==> config.mk <==
export PLATFORM = sky130hd
export DESIGN_NAME = quadencoderz_homing_ctrl
export DESIGN_NICKNAME = d
export VERILOG_FILES = /design/src/rtl/quadencoderz_homing_ctrl.sv
export SDC_FILE = /design/constraint.sdc
export NUM_CORES = 1
export LEC_CHECK = 0
export CORE_AREA = 2 2 88 107
export DETAILED_ROUTE_END_ITERATION = 8
export DIE_AREA = 0 0 90 109
export GPL_TIMING_DRIVEN = 0
export PLACE_DENSITY = 0.83
export RECOVER_POWER = 25
export SKIP_LAST_GASP = 1
export SLEW_MARGIN = 20
export SYNTH_ARGS = -nofsm -noshare
export SYNTH_HDL_FRONTEND = slang
export SYNTH_SLANG_ARGS = --single-unit
==> constraint.sdc <==
create_clock -name clk -period 4.7 [get_ports clk]
set_input_delay 0.94 -clock clk [delete_from_list [all_inputs] [get_ports clk]]
set_output_delay 0.94 -clock clk [all_outputs]
set_load 0.01 [all_outputs]
==> src/rtl/quadencoderz_homing_ctrl.sv <==
// Index (Z) homing sequencer for one quadencoderz: arms indexenable, waits for the index
// rise, captures the pre-zero position. Optional drift output under QUADZ_HOMING_DRIFT_EN.
module quadencoderz_homing_ctrl #(
    parameter int POS_W     = 32,
    parameter int TIMEOUT_W = 32,
    parameter int TIMEOUT   = 48000000,
    parameter int CNT_W     = 16
) (
    input  logic             clk,
    input  logic             rst_n,
    input  logic             start,
    input  logic             abort,
    input  logic [POS_W-1:0] position,
    input  logic             indexout,
    output logic             indexenable,
    output logic             busy,
    output logic             done,
    output logic             timeout_err,
    output logic [POS_W-1:0] index_pos,
    output logic [CNT_W-1:0] index_count
`ifdef QUADZ_HOMING_DRIFT_EN
    ,
    output logic [POS_W-1:0] index_drift
`endif
);

    // state   | meaning
    // IDLE    | disarmed, accepts start
    // ARM     | one cycle, indexenable raised
    // WAIT    | armed, timing out, watching for an index rise
    // CAPTURE | one cycle, done pulse and captured position visible
    typedef enum logic [1:0] {
        IDLE    = 2'd0,
        ARM     = 2'd1,
        WAIT    = 2'd2,
        CAPTURE = 2'd3
    } state_t;

    state_t               state, state_nxt;
    logic [TIMEOUT_W-1:0] timer, timer_nxt;
    logic [POS_W-1:0]     pos_d;
    logic                 idx_d;
    logic                 idx_rise;
    logic                 timeout_hit;
    logic                 capture;
    logic                 terr_nxt;

    assign idx_rise    = indexout & ~idx_d;
    assign timeout_hit = (TIMEOUT != 0) && (timer == TIMEOUT_W'(TIMEOUT - 1));

    always_comb begin
        state_nxt = state;
        timer_nxt = timer;
        terr_nxt  = timeout_err;
        capture   = 1'b0;
        unique case (state)
            IDLE: begin
                if (start && !abort) begin
                    state_nxt = ARM;
                    timer_nxt = '0;
                    terr_nxt  = 1'b0;
                end
            end
            ARM:     state_nxt = WAIT;
            WAIT: begin
                timer_nxt = timer + TIMEOUT_W'(1);
                // an index rise on the terminal cycle still counts as a successful home
                if (idx_rise) begin
                    state_nxt = CAPTURE;
                    capture   = 1'b1;
                end else if (timeout_hit) begin
                    state_nxt = IDLE;
                    terr_nxt  = 1'b1;
                end
            end
            CAPTURE: state_nxt = IDLE;
            default: state_nxt = IDLE;
        endcase
        if (abort) begin
            state_nxt = IDLE;
            capture   = 1'b0;
            terr_nxt  = timeout_err;
        end
    end

    always_ff @(posedge clk or negedge rst_n) begin
        if (!rst_n) begin
            state       <= IDLE;
            timer       <= '0;
            pos_d       <= '0;
            idx_d       <= 1'b0;
            indexenable <= 1'b0;
            busy        <= 1'b0;
            done        <= 1'b0;
            timeout_err <= 1'b0;
            index_pos   <= '0;
            index_count <= '0;
        end else begin
            state       <= state_nxt;
            timer       <= timer_nxt;
            pos_d       <= position;
            idx_d       <= indexout;
            indexenable <= (state_nxt == ARM) || (state_nxt == WAIT);
            busy        <= (state_nxt == ARM) || (state_nxt == WAIT);
            done        <= capture;
            timeout_err <= terr_nxt;
            if (capture) begin
                index_pos   <= pos_d;
                index_count <= index_count + CNT_W'(1);
            end
        end
    end

`ifdef QUADZ_HOMING_DRIFT_EN
    // drift is relative to the previous capture, so the first capture has nothing to compare
    always_ff @(posedge clk or negedge rst_n) begin
        if (!rst_n) begin
            index_drift <= '0;
        end else if (capture && (index_count != '0)) begin
            index_drift <= pos_d - index_pos;
        end
    end
`endif

endmodule

======== Yosys cells after proc, flatten, opt, wreduce, memory -nomap -nowiden ========
Cells that the tools add are included.
word-level totals
  flip-flop bits (word level) ............. 118
  output and inout bits ................... 52
  logic and storage cells ................. 44
  input port bits ......................... 37
cells by class
  equal/unequal tests ..................... 9
  muxes and demuxes ....................... 14
  bitwise gates (word level) .............. 3
  $add $sub $neg .......................... 2
  reductions and logical operators ........ 7
operators with widths
  operator                                          number
  case mux 32 bit (2 select lines)                  1
  adder 32 x 1 -> 32 bit (second input constant)    1
  == test 32 x 26 -> 1 bit (second input constant)  1
  2-to-1 mux 32 bit                                 1
  adder 16 x 1 -> 16 bit (second input constant)    1
  2-to-1 mux 2 bit                                  4
  case mux 2 bit (4 select lines)                   1
  == test 2 bit (second input constant)             3
  2-to-1 mux 1 bit                                  6
  != test 2 bit (second input constant)             3
  AND reduction 5 bit                               1
  == test 2 x 1 -> 1 bit (second input constant)    2
  zero test 2 bit                                   1
  NOT 1 bit                                         2
  case mux 1 bit (2 select lines)                   1
  AND reduction 2 bit                               1
  nonzero test 2 bit                                1
  AND 1 bit                                         1
  logical AND 1 bit                                 1
  zero test 1 bit                                   1
  logical OR 1 bit                                  1

======== Logic depth before layout (Yosys ltp) ========
Gate-level depths: netlist (run 1).
  word-level depth ........................ 7
  gate-level depth with buffers ........... 7
  depth with buffers taken out ............ 5

======== Least setup slack after synthesis (run 1) ========
No wires, ideal clock.
  path kind ............................... input to register
  start point ............................. in start
  end point ............................... reg timer[24]
  setup slack ............................. 2446 ps
  setup time .............................. 78 ps
  stages on the path ...................... 6
  data required time ...................... 4622 ps
  data arrival time ....................... 2176 ps
  path buffers ............................ 2
  cells stage by stage .................... nor2b_1 > clkbuf_1 > o2111ai_1 > clkbuf_1 > or3_1 > a21oi_1
between the ends
  cells in the longest elaborated chain, start to end .. 3
ends and longest elaborated chain
  what                                  RTL line  RTL
  start: declaration                    11        input logic start,
  logical AND 1 bit                     58        if (start && !abort) begin
  != test 2 bit (no source line)        n/a
  AND reduction 2 bit (no source line)  n/a
  end signal: assignment                100       timer <= timer_nxt;
  end: declaration                      40        logic [TIMEOUT_W-1:0] timer, timer_nxt;
No other way between the ends.
A chain may end at the register's enable or synchronous reset.

======== Worst setup path after layout (run 1) ========
  start point ............................. in abort
  end point ............................... reg index_pos[10]
between the ends
  cells in the longest elaborated chain, start to end .. 1
ends and longest elaborated chain
  what                    RTL line  RTL
  start: declaration      12        input logic abort,
  2-to-1 mux 1 bit        79        if (abort) begin
  end signal: assignment  108       index_pos <= pos_d;
  end: declaration        19        output logic [POS_W-1:0] index_pos,
No other way between the ends.

==> flow_metrics.py, run 1 <==
metrics = {
    "run_status": {
        "status": "finished, violations left",
        "violations": "capacitance limit, slew limit",
    },
    "clock_network": {
        "clock-root-buffer": "clkbuf_8",
        "cts_tree": "done",
        "numCtsBuffers": 17,
        "htree_levels": 4,
        "cts.path.max_buffers": 2,
        "cts.sinks": 118,
        "postCtsHoldBufs": 0,
        "cts_resized": 0,
        "post_cts_buffers": 0,
        "clk_latency_ns": 0.53,
        "clkTransAtPathRegs_ns": 0.06,
    },
    "placed_design": {
        "port_buffers": 88,
        "gp_congestion": 0.852,
        "place_area_um2": 5860,
        "dp_hpwl_um": 7430,
    },
    "floorplanning": {
        "die_w_um": 90,
        "pin_count": 89,
        "initial_core_util_pct": 54.3,
        "dieArea_um2": 9810,
        "die_h_um": 109,
        "num_rows": 38,
        "core-area_um2": 8840,
    },
    "detailed_routing": {
        "postRouteAntennaNets": 0,
        "viasPerCell": 5.61,
        "dr_total_vias": 3893,
        "first_pass_iters": 5,
        "drtIter0Drc": 325,
        "wire_per_inst_um": 17.0,
        "route.detailed.drc": 0,
        "wl_um": 11800,
    },
    "cells_and_area": {
        "multi_input_area_um2": 1740,
        "finalInstanceArea_um2": 6420,
        "final_nets": 600,
        "ff_latch_area_um2": 2950,
        "fin_util_pct": 72.6,
        "antennaDiodeCount": 0,
        "drive_gt1_share_pct": 6.79,
        "fill_cells": 609,
        "area_delta_synth_final_pct": 33.6,
    },
    "grt": {
        "grt_pass1_vias": 3960,
        "grtUsageTotal_pct": 25.3,
        "grt_pass1_wl_um": 19200,
        "gr-total-overflow": 0,
        "grt_max_degree": 72,
        "antenna_found_initial": 0,
    },
    "worst_setup_path": {
        "crit_chain": "clkdlybuf4s50_1, nor3b_1, nand2_1, clkinv_1, buf_1, nand2_1, nand2_1",
        "cpLargestDelayFamily": "buffers and inverters",
        "crit_path_frequent_cell": "nand2_1",
        "critPathLaunchType": "input port",
        "path_class": "input port to register",
        "slowest_delay_ns": 0.51,
        "crit_fanout": 10,
        "slowest_stage": "nor3b_1",
        "arrival_ns": 3.22,
        "worst_ep_required_time_ns": 5.16,
        "cp-end-kind": "register",
        "critical_path_buf_inv_count": 3,
    },
    "power_and_ir_drop": {
        "p_per_area_nw_per_um2": 437,
        "leakagePower_nw": 2.89,
        "ir_worst_vdd_v": 0.000331,
    },
    "synth": {
        "synth_top_cell_area_share_pct": 61.5,
        "async_flop_share_pct": 100,
        "netlist_area_um2": 4800,
        "synth-edff-count": 0,
        "ys_seq_area_share_pct": 61.5,
        "yosys_warnings": 0,
        "synth.area.top_cells": "dfrtp_1 61%, nand2_1 10%, xnor2_1 2.6%",
        "syn_inst": 453,
        "synth_fp_nets": 492,
        "synthFlopType": "dfrtp_1",
        "synth.avg_cell_area_um2": 10.6,
        "ys_types": 40,
        "ys_seq_elements": 118,
        "yosysTopAreaCell": "dfrtp_1",
    },
    "sta": {
        "slew_headroom_pct": -70.7,
        "min_period_ns": 2.75,
        "rsz0062_at_grt": "false",
        "final_hold_viol_count": 0,
        "worst_slew_pin_slew_ns": 2.56,
        "tns_ns": 0,
        "fmax_mhz": 363,
        "hold_ws_ns": 0.435,
        "finalClockSkew_ns": 0.0111,
        "final-setup-viol-count": 0,
        "maxSlewViolCount": 48,
        "min_period_over_period_pct": 58.6,
    },
    "min_path": {
        "worstHoldPathType": "register to register",
    },
    "flow_run": {
        "cap_violations": 1,
    },
}
-- sequential cells by signal, indices dropped and copies added (netlist names) --
name	cells
timeout_err	1
pos_d	32
state	2
idx_d	1
busy	1
index_pos	32
index_count	16
timer	32
done	1
-- layout by cell type, fill, tap and decap left out, types with 11 or more instances in the layout --
master,netlist,final
nand2_1,128,128
dfrtp_1,118,118
clkdlybuf4s50_1,0,62
dlygate4sd3_1,0,25
clkbuf_1,15,16
clkbuf_16,0,16
a21oi_1,15,15
nand3_1,14,14
xnor2_1,14,14
nand4_1,13,13
nand2b_1,11,11
nor4_1,11,11
-- through the flow --
step	setup WS [ns]	power (mW)	instances
global placement	-1.63	1.58	661
floorplan	2.45	1.33	453
CTS	1.96	2.82	694
global route	1.48	2.92	694
finish	1.95	2.80	694
detailed placement	1.50	1.60	662
-- cell type report --
class,instances,area share (%)
clock buffers,17,6.45
repair buffers,89,14.1
multi-input cells,309,27.1
flip-flops and latches,118,46.0
inverters,6,0.351
plain buffers,20,1.35
well taps,120,2.34
clock inverters,15,2.30
-- logic make-up after synthesis --
kind of cell	after synthesis	synth area share (%)
AND/OR/NAND/NOR	232	23.9
flip-flops	118	61.5
AO/OA/AOI/OAI	43	5.63
buffers and inverters	26	2.27
XOR/XNOR	21	3.83
multiplexers	11	2.32
adder cells (fa/ha/maj)	2	0.521
-- worst paths after layout --
path	start	end	slack, ns	cells past startpoint
min in group asynchronous	rst_n	timer[9]	1.22	1
max in group asynchronous	rst_n	index_pos[27]	2.04	1
setup / recovery	abort	index_pos[10]	1.95	7
hold reg to reg	pos_d[22]	index_pos[22]	0.43	2
hold / removal	pos_d[22]	index_pos[22]	0.43	2
setup reg to reg	state[0]	index_pos[10]	2.40	6
-- report_power, final --
group / total, mW / internal [mW] / switching, mW / leakage (nW)
clock: 1.21 / 0.711 / 0.503 / 0.267
sequential: 1.19 / 1.12 / 0.0688 / 1.54
combinational: 0.400 / 0.212 / 0.188 / 1.08
total: 2.80 / 2.04 / 0.760 / 2.89
-- worst reg2reg max path: stages, from the launching register on --
cell      delay (ns)
dfrtp_1         0.44
nor3b_1         0.52
nand2_1         0.37
clkinv_1        0.27
buf_1           0.41
nand2_1         0.13
nand2_1         0.11
-- Yosys cell counts (all sizes together), types with 3 or more instances --
master    n
nand3    14
nor4     11
or3       4
o21ai    10
and2      5
nor2b     4
o31ai    10
a21oi    15
nand4    14
and3     10
xnor2    14
dfrtp   118
or4      10
nand2b   11
nor2      7
o211ai    3
inv       5
and4      9
xor2      7
buf       5
clkbuf   15
nand2   128
mux2i    10
-- per-layer routing --
metal	vias up	GRT usage [%]	routed length, um
met5	-	0	0
met4	0	11.0	251
met3	22	9.26	927
met2	159	43.2	6080
met1	1926	28.8	4520
li1	1786	-	-
(Power assumes the default switching activity.)
==> inputs of run 2 (changes only) <==
--- a/config.mk
+++ b/config.mk
@@ -5,11 +5,11 @@
 export SDC_FILE = /design/constraint.sdc
 export NUM_CORES = 1
 export LEC_CHECK = 0
-export CORE_AREA = 2 2 88 107
+export CORE_AREA = 2 2 91 111
 export DETAILED_ROUTE_END_ITERATION = 8
-export DIE_AREA = 0 0 90 109
+export DIE_AREA = 0 0 93 113
 export GPL_TIMING_DRIVEN = 0
-export PLACE_DENSITY = 0.83
+export PLACE_DENSITY = 0.78
 export RECOVER_POWER = 25
 export SKIP_LAST_GASP = 1
 export SLEW_MARGIN = 20
==> constraint.sdc (replaced) <==
create_clock -name clk -period 2.8 [get_ports clk]
set_input_delay 0.56 -clock clk [delete_from_list [all_inputs] [get_ports clk]]
set_output_delay 0.56 -clock clk [all_outputs]
set_load 0.01 [all_outputs]
==> run 2 against run 1 <==
  * The flow still finishes with violations (capacitance limit, slew limit)
  * Combinational power rose by 66%
  * Sequential power grew 67%
  * Count of clock-buffer cells in the layout grew 1
  * Die area is 7.1% higher
  * Final area increased by 0.88%
  * Critical endpoint is now timer[15]
  * Largest cell class unchanged
  * Largest power group unchanged
  * Highest routed layer unchanged
==> flow_metrics.py, run 2 (synthesized netlist as in run 1, its figures left out) <==
metrics = {
    "grt": {
        "grt_pass1_vias": 3861,
        "antenna_found_initial": 0,
        "grt_max_degree": 66,
        "grtUsageTotal_pct": 22.6,
        "gr-total-overflow": 0,
        "grt_pass1_wl_um": 18500,
    },
    "cells_and_area": {
        "area_delta_synth_final_pct": 34.8,
        "final_nets": 600,
        "multi_input_area_um2": 1740,
        "ff_latch_area_um2": 2950,
        "final_cell_mix": "128 x nand2_1, 118 x dfrtp_1, 76 x clkdlybuf4s50_1, 17 x clkbuf_16",
        "drive_gt1_share_pct": 6.97,
        "reg.largest.list": "index_pos: 32 flops, pos_d: 32 flops, timer: 32 flops",
        "fill_cells": 687,
        "finalInstanceArea_um2": 6470,
        "antennaDiodeCount": 0,
        "final_common_cell": "nand2_1",
    },
    "floorplanning": {
        "core-area_um2": 9370,
        "initial_core_util_pct": 51.3,
        "pin_count": 89,
        "die_h_um": 113,
        "dieArea_um2": 10500,
        "die_w_um": 93,
        "num_rows": 39,
    },
    "clock_network": {
        "clk_latency_ns": 0.41,
        "clock-root-buffer": "clkbuf_16",
        "htree_levels": 4,
        "clkTransAtPathRegs_ns": 0.06,
        "numCtsBuffers": 17,
        "postCtsHoldBufs": 0,
        "cts.path.max_buffers": 2,
        "cts.sinks": 118,
        "cts_resized": 0,
        "cts_tree": "done",
        "post_cts_buffers": 0,
    },
    "worst_setup_path": {
        "crit_fanout": 10,
        "worst_ep_required_time_ns": 3.13,
        "crit_path_frequent_cell": "clkbuf_1",
        "slowest_delay_ns": 0.52,
        "reg2reg_slack_ns": 0.52,
        "critical_path_buf_inv_count": 3,
        "arrival_ns": 2.80,
        "cpLargestDelayFamily": "buffers and inverters",
        "crit_chain": "clkdlybuf4s50_1, nor2b_1, clkbuf_1, o21ai_1, clkbuf_1, nor4_1, mux2i_1",
        "cp-end-kind": "register",
        "slowest_stage": "clkdlybuf4s50_1",
        "critPathLaunchType": "input port",
        "path_class": "input port to register",
    },
    "detailed_routing": {
        "route.detailed.drc": 0,
        "dr_total_vias": 3725,
        "postRouteAntennaNets": 0,
        "first_pass_iters": 4,
        "drtIter0Drc": 298,
        "viasPerCell": 5.34,
        "wire_per_inst_um": 15.9,
        "wl_um": 11100,
    },
    "power_and_ir_drop": {
        "p_clk_share_pct": 45.6,
        "ir_worst_vdd_v": 0.000501,
        "p_per_area_nw_per_um2": 753,
        "combPwrFrac_pct": 13.6,
        "p_sw_share_pct": 24.7,
        "seqPwrFrac_pct": 40.9,
        "intPower_mw": 3.67,
        "leakagePower_nw": 2.91,
        "p_switching_mw": 1.20,
    },
    "sta": {
        "slew_headroom_pct": -8.63,
        "final-setup-viol-count": 0,
        "tns_ns": 0,
        "hold_ws_ns": 0.433,
        "maxSlewViolCount": 65,
        "worst_slew_pin_slew_ns": 1.63,
        "min_period_over_period_pct": 88.3,
        "fmax_mhz": 404,
        "rsz0062_at_grt": "false",
        "finalClockSkew_ns": 0.00892,
        "final_hold_viol_count": 0,
        "min_period_ns": 2.47,
    },
    "placed_design": {
        "dp_hpwl_um": 7330,
        "place_area_um2": 5870,
        "port_buffers": 88,
        "gp_congestion": 0.828,
    },
    "run_status": {
        "status": "finished, violations left",
        "violations": "capacitance limit, slew limit",
    },
    "flow_run": {
        "cap_violations": 1,
    },
    "min_path": {
        "worstHoldPathType": "register to register",
    },
}
## run 2: cell types whose count changed in the layout (fill, tap and decap cells not counted), moves of 2 or more
cell and change:
clkdlybuf4s50_1 +14, bufinv_16 +2, dlygate4sd3_1 -14, clkinv_4 -4
## run 2: routing by layer
layer	global-route usage (%)	wire length, um	vias to the layer above
li1	-	-	1775
met1	27.1	4560	1806
met2	37.2	5660	121
met3	8.12	670	23
met4	9.02	223	0
met5	0	0	-
## run 2: final cells by class
cell class / count / area share (%)
plain buffers: 20 / 1.33
clock buffers: 18 / 6.79
clock inverters: 14 / 2.69
inverters: 6 / 0.348
multi-input cells: 309 / 26.9
flip-flops and latches: 118 / 45.6
well taps: 123 / 2.38
repair buffers: 89 / 14.0
## run 2: worst reg2reg max path, cell delays in order, from the launching register on
cell,delay [ns]
dfrtp_1,0.44
nor3b_1,0.55
nand2_1,0.36
clkinv_1,0.25
buf_1,0.39
nand2_1,0.12
nand2_1,0.09
## run 2: worst paths after layout
check                               start  depth (start not counted)              to
worst max register to register   state[0]                          6    index_pos[1]
worst min-delay path            pos_d[15]                          2   index_pos[15]
worst max-delay path                start                          7       timer[15]
max in group asynchronous           rst_n                          1  index_count[5]
min in group asynchronous           rst_n                          1        timer[8]
worst min register to register  pos_d[15]                          2   index_pos[15]
## run 2: power by group through the flow
stage                     logic (mW)  clock network [mW]  registers, mW
after floorplan                0.165                   0           2.07
after global placement         0.645                   0           2.01
after detailed placement       0.672                   0           2.01
after CTS                      0.678                2.24           1.99
after global routing           0.726                2.34           2.01
final                          0.662                2.22           1.99
## run 2: metrics by stage
| stage | total power, mW | std cells | util [%] | setup WS, ns |
|---|---|---|---|---|
| finish | 4.87 | 697 | 69.1 | 0.327 |
| global route | 5.07 | 697 | 69.1 | 0.0992 |
| CTS | 4.91 | 697 | 69.2 | 0.357 |
| detailed placement | 2.68 | 665 | 62.6 | -0.0897 |
| global placement | 2.65 | 664 | 62.3 | -3.23 |
| floorplan | 2.23 | 453 | - | 0.926 |
